===== src/rtl/mem_access_unit.sv =====
// mem_access_unit: byte-serial load/store engine for the MEM stage.
// It accepts one request at a time and splits it into 1-byte beats on an
// 8-bit synchronous RAM port. Load bytes are assembled LSB-first and then
// sign- or zero-extended. Each request gets a one-cycle response tagged with
// the destination register.
// Ports:
//   clk, rst_n                      clock, async active-low reset
//   req_valid/req_ready             request handshake (ready == engine idle)
//   req_we/size/unsigned/addr/wdata/wd  request payload
//   rsp_valid/rdata/wd/wreg/err     registered one-cycle response
//   mem_ce/we/addr/wdata            registered RAM beat outputs
//   mem_rdata                       RAM read byte, one cycle after its beat
module mem_access_unit #(
    parameter int unsigned XLEN        = 32,
    parameter int unsigned ADDR_W      = 32,
    parameter bit          MISALIGN_OK = 1'b1
) (
    input  logic              clk,
    input  logic              rst_n,
    input  logic              req_valid,
    output logic              req_ready,
    input  logic              req_we,
    input  logic [1:0]        req_size,
    input  logic              req_unsigned,
    input  logic [ADDR_W-1:0] req_addr,
    input  logic [XLEN-1:0]   req_wdata,
    input  logic [4:0]        req_wd,
    output logic              rsp_valid,
    output logic [XLEN-1:0]   rsp_rdata,
    output logic [4:0]        rsp_wd,
    output logic              rsp_wreg,
    output logic              rsp_err,
    output logic              mem_ce,
    output logic              mem_we,
    output logic [ADDR_W-1:0] mem_addr,
    output logic [7:0]        mem_wdata,
    input  logic [7:0]        mem_rdata
);

    localparam int unsigned ACC_W = 64;

    typedef enum logic [1:0] {IDLE, ISSUE, DRAIN, RESP} state_e;

    state_e            state_q, state_d;
    logic [2:0]        k_q, k_d;
    logic              we_q, we_d;
    logic [1:0]        size_q, size_d;
    logic              uns_q, uns_d;
    logic [ADDR_W-1:0] addr_q, addr_d;
    logic [XLEN-1:0]   wdata_q, wdata_d;
    logic [4:0]        wd_q, wd_d;
    logic              rd_pend_q, rd_pend_d;
    logic [2:0]        rd_idx_q, rd_idx_d;
    logic [ACC_W-1:0]  acc_q, acc_d;

    logic              ready_q, ready_d;
    logic              rsp_valid_q, rsp_valid_d;
    logic [XLEN-1:0]   rsp_rdata_q, rsp_rdata_d;
    logic [4:0]        rsp_wd_q, rsp_wd_d;
    logic              rsp_wreg_q, rsp_wreg_d;
    logic              rsp_err_q, rsp_err_d;
    logic              mem_ce_q, mem_ce_d;
    logic              mem_we_q, mem_we_d;
    logic [ADDR_W-1:0] mem_addr_q, mem_addr_d;
    logic [7:0]        mem_wdata_q, mem_wdata_d;

    logic              illegal_c;

    // Index of the last beat (N-1); this is also the alignment mask
    function automatic logic [2:0] last_beat(input logic [1:0] size);
        case (size)
            2'd0:    return 3'd0;
            2'd1:    return 3'd1;
            2'd2:    return 3'd3;
            default: return 3'd7;
        endcase
    endfunction

    // Extend the low 8*2^size bits of the accumulator to XLEN
    function automatic logic [XLEN-1:0] extend(input logic [ACC_W-1:0] acc,
                                               input logic [1:0] size,
                                               input logic uns);
        logic            fill;
        logic [XLEN-1:0] res;
        int unsigned     nbits;
        nbits = 32'd8 << size;
        case (size)
            2'd0:    fill = acc[7];
            2'd1:    fill = acc[15];
            2'd2:    fill = acc[31];
            default: fill = acc[63];
        endcase
        if (uns) fill = 1'b0;
        for (int unsigned i = 0; i < XLEN; i++) begin
            res[i] = (i < nbits) ? acc[i] : fill;
        end
        return res;
    endfunction

    // Illegal: doubleword on a 32-bit core, or misaligned when that is disallowed
    always_comb begin
        illegal_c = 1'b0;
        if ((XLEN != 64) && (req_size == 2'd3)) illegal_c = 1'b1;
        if (!MISALIGN_OK && ((req_addr[2:0] & last_beat(req_size)) != 3'b000)) illegal_c = 1'b1;
    end

    // Next-state and registered-output logic
    always_comb begin
        state_d     = state_q;
        k_d         = k_q;
        we_d        = we_q;
        size_d      = size_q;
        uns_d       = uns_q;
        addr_d      = addr_q;
        wdata_d     = wdata_q;
        wd_d        = wd_q;
        rd_pend_d   = 1'b0;
        rd_idx_d    = k_q;
        acc_d       = acc_q;
        rsp_valid_d = 1'b0;
        rsp_rdata_d = '0;
        rsp_wd_d    = '0;
        rsp_wreg_d  = 1'b0;
        rsp_err_d   = 1'b0;
        mem_ce_d    = 1'b0;
        mem_we_d    = 1'b0;
        mem_addr_d  = '0;
        mem_wdata_d = '0;

        // The byte for the beat issued last cycle lands in its accumulator slot
        if (rd_pend_q) acc_d[{rd_idx_q, 3'b000} +: 8] = mem_rdata;

        case (state_q)
            IDLE: begin
                if (req_valid) begin
                    we_d    = req_we;
                    size_d  = req_size;
                    uns_d   = req_unsigned;
                    addr_d  = req_addr;
                    wdata_d = req_wdata;
                    wd_d    = req_wd;
                    k_d     = 3'd0;
                    acc_d   = '0;
                    if (illegal_c) begin
                        state_d     = RESP;
                        rsp_valid_d = 1'b1;
                        rsp_err_d   = 1'b1;
                        rsp_wd_d    = req_wd;
                    end else begin
                        state_d     = ISSUE;
                        mem_ce_d    = 1'b1;
                        mem_we_d    = req_we;
                        mem_addr_d  = req_addr;
                        mem_wdata_d = req_wdata[7:0];
                    end
                end
            end
            ISSUE: begin
                rd_pend_d = !we_q;
                if (k_q == last_beat(size_q)) begin
                    if (we_q) begin
                        state_d     = RESP;
                        rsp_valid_d = 1'b1;
                        rsp_wd_d    = wd_q;
                    end else begin
                        state_d = DRAIN;
                    end
                end else begin
                    k_d         = k_q + 3'd1;
                    mem_ce_d    = 1'b1;
                    mem_we_d    = we_q;
                    mem_addr_d  = addr_q + ADDR_W'(k_d);
                    mem_wdata_d = 8'(wdata_q >> {k_d, 3'b000});
                end
            end
            DRAIN: begin
                state_d     = RESP;
                rsp_valid_d = 1'b1;
                rsp_wd_d    = wd_q;
                rsp_wreg_d  = 1'b1;
                rsp_rdata_d = extend(acc_d, size_q, uns_q);
            end
            RESP: begin
                state_d = IDLE;
            end
            default: begin
                state_d = IDLE;
            end
        endcase

        ready_d = (state_d == IDLE);
    end

    // State and output registers
    always_ff @(posedge clk or negedge rst_n) begin
        if (!rst_n) begin
            state_q     <= IDLE;
            k_q         <= '0;
            we_q        <= 1'b0;
            size_q      <= '0;
            uns_q       <= 1'b0;
            addr_q      <= '0;
            wdata_q     <= '0;
            wd_q        <= '0;
            rd_pend_q   <= 1'b0;
            rd_idx_q    <= '0;
            acc_q       <= '0;
            ready_q     <= 1'b1;
            rsp_valid_q <= 1'b0;
            rsp_rdata_q <= '0;
            rsp_wd_q    <= '0;
            rsp_wreg_q  <= 1'b0;
            rsp_err_q   <= 1'b0;
            mem_ce_q    <= 1'b0;
            mem_we_q    <= 1'b0;
            mem_addr_q  <= '0;
            mem_wdata_q <= '0;
        end else begin
            state_q     <= state_d;
            k_q         <= k_d;
            we_q        <= we_d;
            size_q      <= size_d;
            uns_q       <= uns_d;
            addr_q      <= addr_d;
            wdata_q     <= wdata_d;
            wd_q        <= wd_d;
            rd_pend_q   <= rd_pend_d;
            rd_idx_q    <= rd_idx_d;
            acc_q       <= acc_d;
            ready_q     <= ready_d;
            rsp_valid_q <= rsp_valid_d;
            rsp_rdata_q <= rsp_rdata_d;
            rsp_wd_q    <= rsp_wd_d;
            rsp_wreg_q  <= rsp_wreg_d;
            rsp_err_q   <= rsp_err_d;
            mem_ce_q    <= mem_ce_d;
            mem_we_q    <= mem_we_d;
            mem_addr_q  <= mem_addr_d;
            mem_wdata_q <= mem_wdata_d;
        end
    end

    assign req_ready = ready_q;
    assign rsp_valid = rsp_valid_q;
    assign rsp_rdata = rsp_rdata_q;
    assign rsp_wd    = rsp_wd_q;
    assign rsp_wreg  = rsp_wreg_q;
    assign rsp_err   = rsp_err_q;
    assign mem_ce    = mem_ce_q;
    assign mem_we    = mem_we_q;
    assign mem_addr  = mem_addr_q;
    assign mem_wdata = mem_wdata_q;

endmodule


===== config.mk =====
export PLATFORM = sky130hd
export DESIGN_NAME = mem_access_unit
export DESIGN_NICKNAME = d
export VERILOG_FILES = /design/src/rtl/mem_access_unit.sv
export SDC_FILE = /design/constraint.sdc
export NUM_CORES = 1
export LEC_CHECK = 0
export ABC_AREA = 1
export BUFFER_PORTS_ARGS = -buffer_cell sky130_fd_sc_hd__buf_2
export CORE_MARGIN = 8
export CORE_UTILIZATION = 60
export CTS_CLUSTER_DIAMETER = 50
export DETAILED_ROUTE_END_ITERATION = 6
export PLACE_DENSITY = 0.89
export SYNTH_ARGS = -nofsm -noshare
export SYNTH_HDL_FRONTEND = slang
export SYNTH_SLANG_ARGS = --single-unit

===== constraint.sdc =====
create_clock -name clk -period 6 [get_ports clk]
set_input_delay 0.3 -clock clk [delete_from_list [all_inputs] [get_ports clk]]
set_output_delay 0.3 -clock clk [all_outputs]
set_load 0.01 [all_outputs]

# Word level (Yosys, flattened, before mapping)
# Index checks and enable logic that the tools add are counted.
# totals
in_bits	84
out_inout_bits	83
word_cells	155
reg_bits	229
# classes
addsub	3
mux	79
eq_ne	9
n_lt_le_gt_ge	32
n_shift	4
reduce_logical	7
# ops
cell	n
5-bit by 32-bit less-than comparator with 1-bit output, first input constant	16
4-bit by 32-bit less-than comparator with 1-bit output, first input constant	8
64-bit 2-to-1 mux	3
3-bit by 32-bit less-than comparator with 1-bit output, first input constant	4
32-bit 2-to-1 mux	4
64-bit bitwise mux	1
1-bit by 32-bit less-than comparator with 1-bit output, first input constant	2
2-bit by 32-bit less-than comparator with 1-bit output, first input constant	2
32-bit case mux with 2 select lines	1
8-bit by 8-bit variable shift with 64-bit output, first input constant	1
8-bit by 8-bit indexed part select with 64-bit output	1
1-bit 2-to-1 mux	48
32-bit by 3-bit adder with 32-bit output	1
4-bit by 2-bit << shifter with 32-bit output, first input constant	1
32-bit by 6-bit right shift with 8-bit output	1
8-bit 2-to-1 mux	3
5-bit 2-to-1 mux	4
8-bit case mux with 2 select lines	1
5-bit case mux with 3 select lines	1
3-bit 2-to-1 mux	3
3-bit case mux with 3 select lines	1
2-bit equality test, second input constant	4
6-bit negation with 8-bit output	1
2-bit case mux with 4 select lines	1
other kinds (13)	21

# Logic depth before layout (Yosys ltp)
# Gate-level depths: netlist of the first run.
# logic_depth
ltp_word	8
depth_mapped	14
ltp_nobuf	13

# Least setup slack after synthesis of the first run
# Ideal clock, no wire load.
# synth_path
path_kind	flip-flop to flip-flop
startpoint	reg k_q[0]
endpoint	reg mem_addr_q[26], in the netlist mem_addr[26]
stages_incl_launch_ff	14
setup_ns	0.117
t_required_ns	5.883
arrival_time_ns	2.482
n_path_buf	0
period_less_slack_ns	2.599
path_slack_ns	3.401
path_cell_list	dfrtp_1 -> ha_1 -> xnor2_1 -> inv_1 -> ha_1 -> nand2_1 -> nand2_1 -> nand3_1 -> nor3b_2 -> nand2_1 -> nor2_1 -> nand2_1 -> nand3_1 -> nand2_1
# synth_via
elab_chain_len	4
word_cells_on_any_way	5
classes_between	add/sub (2); eq/ne (1); mux (2)
# synth_rtl
element	line_no	text
from (decl)	45	logic [2:0] k_q, k_d;
from (signal assigned)	220	k_q <= k_d;
3-bit by 1-bit adder with 3-bit output	169	k_d = k_q + 3'd1;
32-bit by 3-bit adder with 32-bit output	172	mem_addr_d = addr_q + ADDR_W'(k_d);
32-bit 2-to-1 mux (*)	160	if (k_q == last_beat(size_q)) begin
32-bit case mux with 2 select lines (*)	133	case (state_q)
net mem_addr_d[26]	64	logic [ADDR_W-1:0] mem_addr_q, mem_addr_d;
to (signal assigned)	238	mem_addr_q <= mem_addr_d;
to (decl)	64	
# Mark *: on every way through the listed nets, which the timed path passes. The rest lies on a longest branch.
# A chain may end at the register's enable or synchronous reset.

# Worst setup path after layout of the first run
# layout_path
startpoint	reg k_q[0]
endpoint	reg mem_addr_q[28], in the netlist mem_addr[28]
# The elaborated chain is that of the path after synthesis.

==> results of run 1 <==
[kinds of logic (layout without fill, tap and decap cells)]
group	after synthesis	in the layout	share of synthesized area, %
adders and majority gates	8	8	1.22
DFF	198	198	56.2
xor gates and xnor gates	12	12	1.19
and+or+nand+nor	491	491	23.2
buffers and inverters	142	302	6.68
AOI/OAI and AO/OA	195	195	11.5
[through the flow]
| step | power, uW | worst slack, ps |
|---|---|---|
| after floorplan | 3480 | 3400 |
| after global placement | 4030 | 2540 |
| after detailed placement | 4100 | 2520 |
| after CTS | 5250 | 2500 |
| after global routing | 5620 | 2140 |
| final | 5250 | 2420 |
[where the power goes]
part	internal [uW]	switching, uW	leakage [uW]
combinational	643	1310	0.00266
sequential	1830	334	0.00260
clock	640	488	0.000283
[worst max-delay path, delay by kind of cell, from the launching register on]
family / cells / cell delay [ps]
AO/OA/AOI/OAI: 2 / 400
XOR/XNOR: 1 / 700
adder cells (fa/ha/maj): 2 / 730
AND/OR/NAND/NOR: 6 / 900
buffers and inverters: 1 / 110
flip-flops: 1 / 650
[sequential cells by signal, indices dropped and copies added (netlist names), 2 cells and up]
register,count
acc_q,33
wdata_q,32
rsp_rdata,32
rsp_wd,5
mem_wdata,8
wd_q,5
state_q,2
mem_addr,32
rd_idx_q,3
addr_q,32
size_q,2
k_q,3
[worst paths after layout]
kind                                from            to  cells past startpoint
max in group asynchronous          rst_n     acc_q[25]                      3
setup reg to reg                  k_q[0]  mem_addr[28]                     12
hold / removal             req_wdata[30]   wdata_q[30]                      3
min in group asynchronous          rst_n  mem_addr[23]                      2
setup / recovery                  k_q[0]  mem_addr[28]                     12
hold reg to reg                     we_q     rd_pend_q                      1
[cell type report]
| cell class | count | share of cell area (%) |
|---|---|---|
| sequential | 198 | 48.1 |
| multi-input combinational | 706 | 31.8 |
| timing repair buffer | 172 | 8.61 |
| clock buffer | 22 | 4.50 |
| inverter | 99 | 3.60 |
| tap | 184 | 2.23 |
| clock inverter | 9 | 1.15 |
[metal layers]
metal	up-vias	global-route usage, %	share of wire, %
li1	3654	-	-
met1	3681	32.4	41
met2	344	39.6	48
met3	54	5.98	7.8
met4	0	11.1	3.0
met5	-	0	0
[layout by cell type, fill, tap and decap left out, types with 3 or more instances in the layout]
master	count
nand4_1	17
dfrtp_1	197
o22ai_1	15
nand3_2	7
buf_2	165
ha_1	7
xor2_1	9
buf_4	5
nand3_1	50
o21bai_1	5
nor3_1	10
inv_2	6
nor2_1	86
clkbuf_1	3
clkbuf_16	17
o21ai_0	108
xnor2_1	3
o21ai_1	12
nand2_1	309
a21oi_1	53
inv_1	91
clkbuf_8	3
[timing repair]
item / in CTS / in global routing
buffers inserted: 0 / 0
gates resized for setup: 0 / 0
hold buffers: 1 / 0
hold endpoints to repair: 74 / 0
==> impl_metrics.py, run 1 <==
metrics = {
    "logic_synthesis": {
        "synth_commonest_cells": "nand2_1 (310), dfrtp_1 (197), o21ai_0 (108)",
        "synth_area_mm2": 0.00882,
        "syn_inst": 1046,
        "synth_ff_type": "dfrtp_1",
        "ys_types": 33,
        "yosys.cell_count.top_type": "nand2_1",
        "yosysSeqAreaShare_pct": 56.2,
        "synth-seq-cells": 198,
        "synth_area_leaders": "dfrtp_1 (56%), nand2_1 (13%), o21ai_0 (6.1%)",
        "async_flop_share_pct": 100,
        "yosysWarnings": 0,
        "synth_top_area_share_pct": 55.9,
        "syn-num-nets": 1138,
        "yosys.area.top_type": "dfrtp_1",
        "avgSynthCellArea_um2": 8.44,
        "synth_edf_count": 0,
    },
    "setup_path": {
        "path_cells": "ha_1, xnor2_1, inv_1, ha_1, nand2_1, a21oi_1, nand3_1, nor2_1, nand3_1, nand2_1, nand2_1, o21ai_0",
        "path_class": "flip-flop to flip-flop",
        "critPathMaxStageDelay_ps": 700,
        "worstPathMaxFanout": 27,
        "worstPathArrival_ps": 3930,
        "startpoint_type": "flip-flop",
        "required_ps": 6350,
        "path_common_cell": "nand2_1",
        "end_kind": "flip-flop",
        "rrSetupSlack_ps": 2420,
        "crit_slowest_cell": "xnor2_1",
    },
    "finish": {
        "fin_util_pct": 71.2,
        "drive_above_1_share_pct": 18.4,
        "synthToLayoutAreaGrowth_pct": 16.8,
        "diodes": 0,
        "multi_input_area_mm2": 0.00328,
        "instances_no_fill": 1390,
        "final_area_mm2": 0.0103,
        "fillers": 1135,
        "num-nets-final": 1286,
        "seq_area_mm2": 0.00496,
    },
    "sta": {
        "hold_slack_ps": 56.1,
        "drv_slew": 0,
        "worst_pin_slew_ps": 1030,
        "grt_setup_unrepaired": "false",
        "slew_headroom_pct": 31.4,
        "final_hold_viol_count": 0,
        "fin_worst_skew_ps": 8.64,
        "period_needed_ps": 3580,
        "finalSetupTns_ps": 0,
        "fmax_mhz": 279,
        "setup_violations": 0,
        "min_period_over_period_pct": 59.7,
    },
    "cts": {
        "ctsHtreeMaxLevel": 4,
        "cts_buffer_depth": 2,
        "cts_buffers": 17,
        "clk_pin_slew_worst_paths_ps": 70,
        "cts_tree": "done",
        "clkSinkCount": 198,
        "clockRootBuffer": "clkbuf_16",
        "clk_latency_ps": 430,
    },
    "global_routing": {
        "grt_antenna_before_repair": 0,
        "grtUsageTotal_pct": 25.0,
        "grt-ovfl-total": 0,
        "grt_max_degree": 89,
        "grt_pass1_vias": 7596,
        "grt_pass1_wl_mm": 37.2,
    },
    "route": {
        "drc": 0,
        "vias": 7733,
        "routed_wl_mm": 22.9,
        "first_pass_iters": 5,
        "vias_per_cell": 5.56,
        "wl_per_cell_um": 16.5,
        "ant_nets": 0,
        "drt-initial-drc-count": 688,
    },
    "floorplan": {
        "row_count": 44,
        "fp.coreArea_mm2": 0.0145,
        "die_x_um": 137,
        "die_area_mm2": 0.0188,
        "die_h_um": 137,
        "initial_utilization_pct": 60.9,
        "io_pins": 167,
    },
    "power": {
        "power_density_mw_per_mm2": 509,
        "power_leakage_uw": 0.00554,
        "irDropWorstVdd_mv": 0.319,
    },
    "job": {
        "maxCapViolCount": 0,
    },
    "placed_design": {
        "hpwlAfterDp_mm": 16.3,
        "placed_cells": 1358,
        "gp_congestion": 0.915,
        "port_buffers": 166,
        "dpl_cell_area_mm2": 0.00972,
    },
    "outcome": {
        "status": "finished clean",
    },
    "min_path": {
        "min_path_type": "input port to flip-flop",
    },
}
No activity file was read; power rests on OpenSTA's default activity.
==> run 2, diff against run 1 <==
--- a/config.mk
+++ b/config.mk
@@ -8,10 +8,10 @@
 export ABC_AREA = 1
 export BUFFER_PORTS_ARGS = -buffer_cell sky130_fd_sc_hd__buf_2
 export CORE_MARGIN = 8
-export CORE_UTILIZATION = 60
+export CORE_UTILIZATION = 50
 export CTS_CLUSTER_DIAMETER = 50
 export DETAILED_ROUTE_END_ITERATION = 6
-export PLACE_DENSITY = 0.89
+export PLACE_DENSITY = 0.8
 export SYNTH_ARGS = -nofsm -noshare
 export SYNTH_HDL_FRONTEND = slang
 export SYNTH_SLANG_ARGS = --single-unit
==> constraint.sdc (replaced) <==
create_clock -name clk -period 3.15 [get_ports clk]
set_input_delay 0.1575 -clock clk [delete_from_list [all_inputs] [get_ports clk]]
set_output_delay 0.1575 -clock clk [all_outputs]
set_load 0.01 [all_outputs]
==> run 2 against run 1 <==
  * Worst hold slack worse by 52 ps
  * Non-clock buffer count is 64 higher
  * Clock skew hardly changed
  * Combinational power is 100% higher
  * Critical path type unchanged
  * Fmax is 31% higher
  * Sequential share of layout area is 3.0 points lower
  * Cell count is 7.7% higher
  * Sequential cell count stayed put
  * Die area is 18% higher
==> impl_metrics.py, run 2 (synthesis gave the netlist of run 1 again) <==
metrics = {
    "cts": {
        "cts_setup_buffers": 0,
        "clockRootBuffer": "clkbuf_16",
        "ctsHtreeMaxLevel": 4,
        "cts_tree": "done",
        "cts_buffer_depth": 2,
        "cts_buffers": 17,
        "clk_latency_ps": 430,
        "clkSinkCount": 198,
        "clk_pin_slew_worst_paths_ps": 70,
    },
    "floorplan": {
        "row_count": 48,
        "die_area_mm2": 0.0222,
        "io_pins": 167,
        "die_x_um": 149,
        "fp.coreArea_mm2": 0.0173,
        "die_h_um": 149,
        "initial_utilization_pct": 51.0,
    },
    "placed_design": {
        "dpl_cell_area_mm2": 0.00985,
        "hpwlAfterDp_mm": 16.1,
        "port_buffers": 166,
        "gp_congestion": 0.948,
    },
    "setup_path": {
        "rrSetupSlack_ps": 420,
        "r2r_end": "rsp_rdata[22]",
        "worstPathArrival_ps": 3060,
        "reg2reg_depth": 11,
        "timing.rr.start": "rd_idx_q[0]",
        "end_kind": "flip-flop",
        "path_class": "flip-flop to flip-flop",
        "crit_end": "rsp_rdata[22]",
        "required_ps": 3480,
        "startpoint_type": "flip-flop",
        "critPathLaunch": "rd_idx_q[0]",
        "worstPathMaxFanout": 16,
    },
    "sta": {
        "slew_headroom_pct": 49.0,
        "grt_setup_unrepaired": "false",
        "hold_slack_ps": 4.20,
        "finalSetupTns_ps": 0,
        "fin_worst_skew_ps": 8.93,
        "final_hold_viol_count": 0,
        "period_needed_ps": 2730,
        "setup_violations": 0,
        "fmax_mhz": 367,
        "drv_slew": 0,
        "min_period_over_period_pct": 86.6,
        "worst_pin_slew_ps": 765,
    },
    "finish": {
        "mostFrequentLayoutCells": "nand2_1 (309), dfrtp_1 (197), buf_2 (165), o21ai_0 (108), inv_1 (91)",
        "final_common_cell": "nand2_1",
        "final_area_mm2": 0.0110,
        "fillers": 1458,
        "drive_above_1_share_pct": 18.1,
        "regMostFlops": "acc_q",
        "num-nets-final": 1350,
        "multi_input_area_mm2": 0.00328,
        "seq_area_mm2": 0.00496,
        "largest_register_ffs": 33,
        "fin_util_pct": 63.6,
        "synthToLayoutAreaGrowth_pct": 24.7,
    },
    "route": {
        "ant_nets": 0,
        "wl_met2_mm": 11.2,
        "first_pass_iters": 5,
        "wl_met1_mm": 10.4,
        "wl_met3_mm": 1.76,
        "vias": 7885,
        "drt-initial-drc-count": 691,
        "vias_per_cell": 5.27,
        "drc": 0,
        "highest_layer": "met5",
        "routed_wl_mm": 23.9,
        "wl_per_cell_um": 16.0,
    },
    "global_routing": {
        "grt_antenna_before_repair": 2,
        "grt_pass1_vias": 7793,
        "grt-ovfl-total": 0,
        "grt_pass1_wl_mm": 39.4,
        "grtUsageTotal_pct": 21.9,
        "grt_max_degree": 103,
    },
    "min_path": {
        "min_path_type": "input port to flip-flop",
    },
    "power": {
        "p_total_uw": 10100,
        "irDropWorstVdd_mv": 0.468,
        "power_leakage_uw": 0.00581,
        "power_density_mw_per_mm2": 918,
    },
    "job": {
        "maxCapViolCount": 0,
    },
    "outcome": {
        "status": "finished clean",
    },
}
run 2: worst min-delay path by stage:
stage / end / slack [ps] / cells past startpoint / start
4_1_cts: mem_addr[16] / 0.9 / 3 / req_addr[16]
6_report: mem_addr[16] / 4 / 3 / req_addr[16]
2_1_floorplan: acc_q[0] / -140 / 0 / rst_n
3_5_place_dp: mem_addr[10] / 290 / 1 / rst_n
3_3_place_gp: mem_addr[12] / 280 / 1 / rst_n
5_1_grt: mem_addr[16] / 7 / 3 / req_addr[16]
run 2: through the flow:
stage | std cells | worst slack (ps)
after floorplan | 1046 | 551
after global placement | 1407 | 655
after detailed placement | 1407 | 480
after CTS | 1496 | 453
after global routing | 1497 | 221
final | 1497 | 423
run 2: where the power goes:
group	leakage [uW]	internal [uW]	switching (uW)
Clock	0.000271	1200	934
Combinational	0.00294	1340	2590
Sequential	0.00260	3490	554
run 2: final cells by class:
cell class / count / area share, %
antenna: 1 / 0.0227
clock buffer: 22 / 4.13
clock inverter: 10 / 1.11
inverter: 99 / 3.38
multi-input combinational: 706 / 29.8
sequential: 198 / 45.0
tap: 225 / 2.56
timing repair buffer: 236 / 13.9
run 2: repair_timing:
| action | in CTS | in global routing |
|---|---|---|
| hold endpoints to repair | 166 | 0 |
| hold buffers | 57 | 0 |
| resized for setup | 0 | 0 |
run 2: worst max-delay path: stages, from the launching register on:
cell      delay [ps]
dfrtp_1          560
inv_2            150
ha_1             250
ha_1             340
nand2_1          100
nor2_2           360
nand2_1          130
nand2_1          110
o21bai_1          60
nand3_1          120
nand2_2          220
a21oi_1          240
run 2: routing by layer:
layer | vias up | GRT usage (%)
met1 | 3743 | 28.7
met5 | - | 0
met2 | 306 | 35.4
met3 | 40 | 5.52
li1 | 3794 | -
met4 | 2 | 6.66
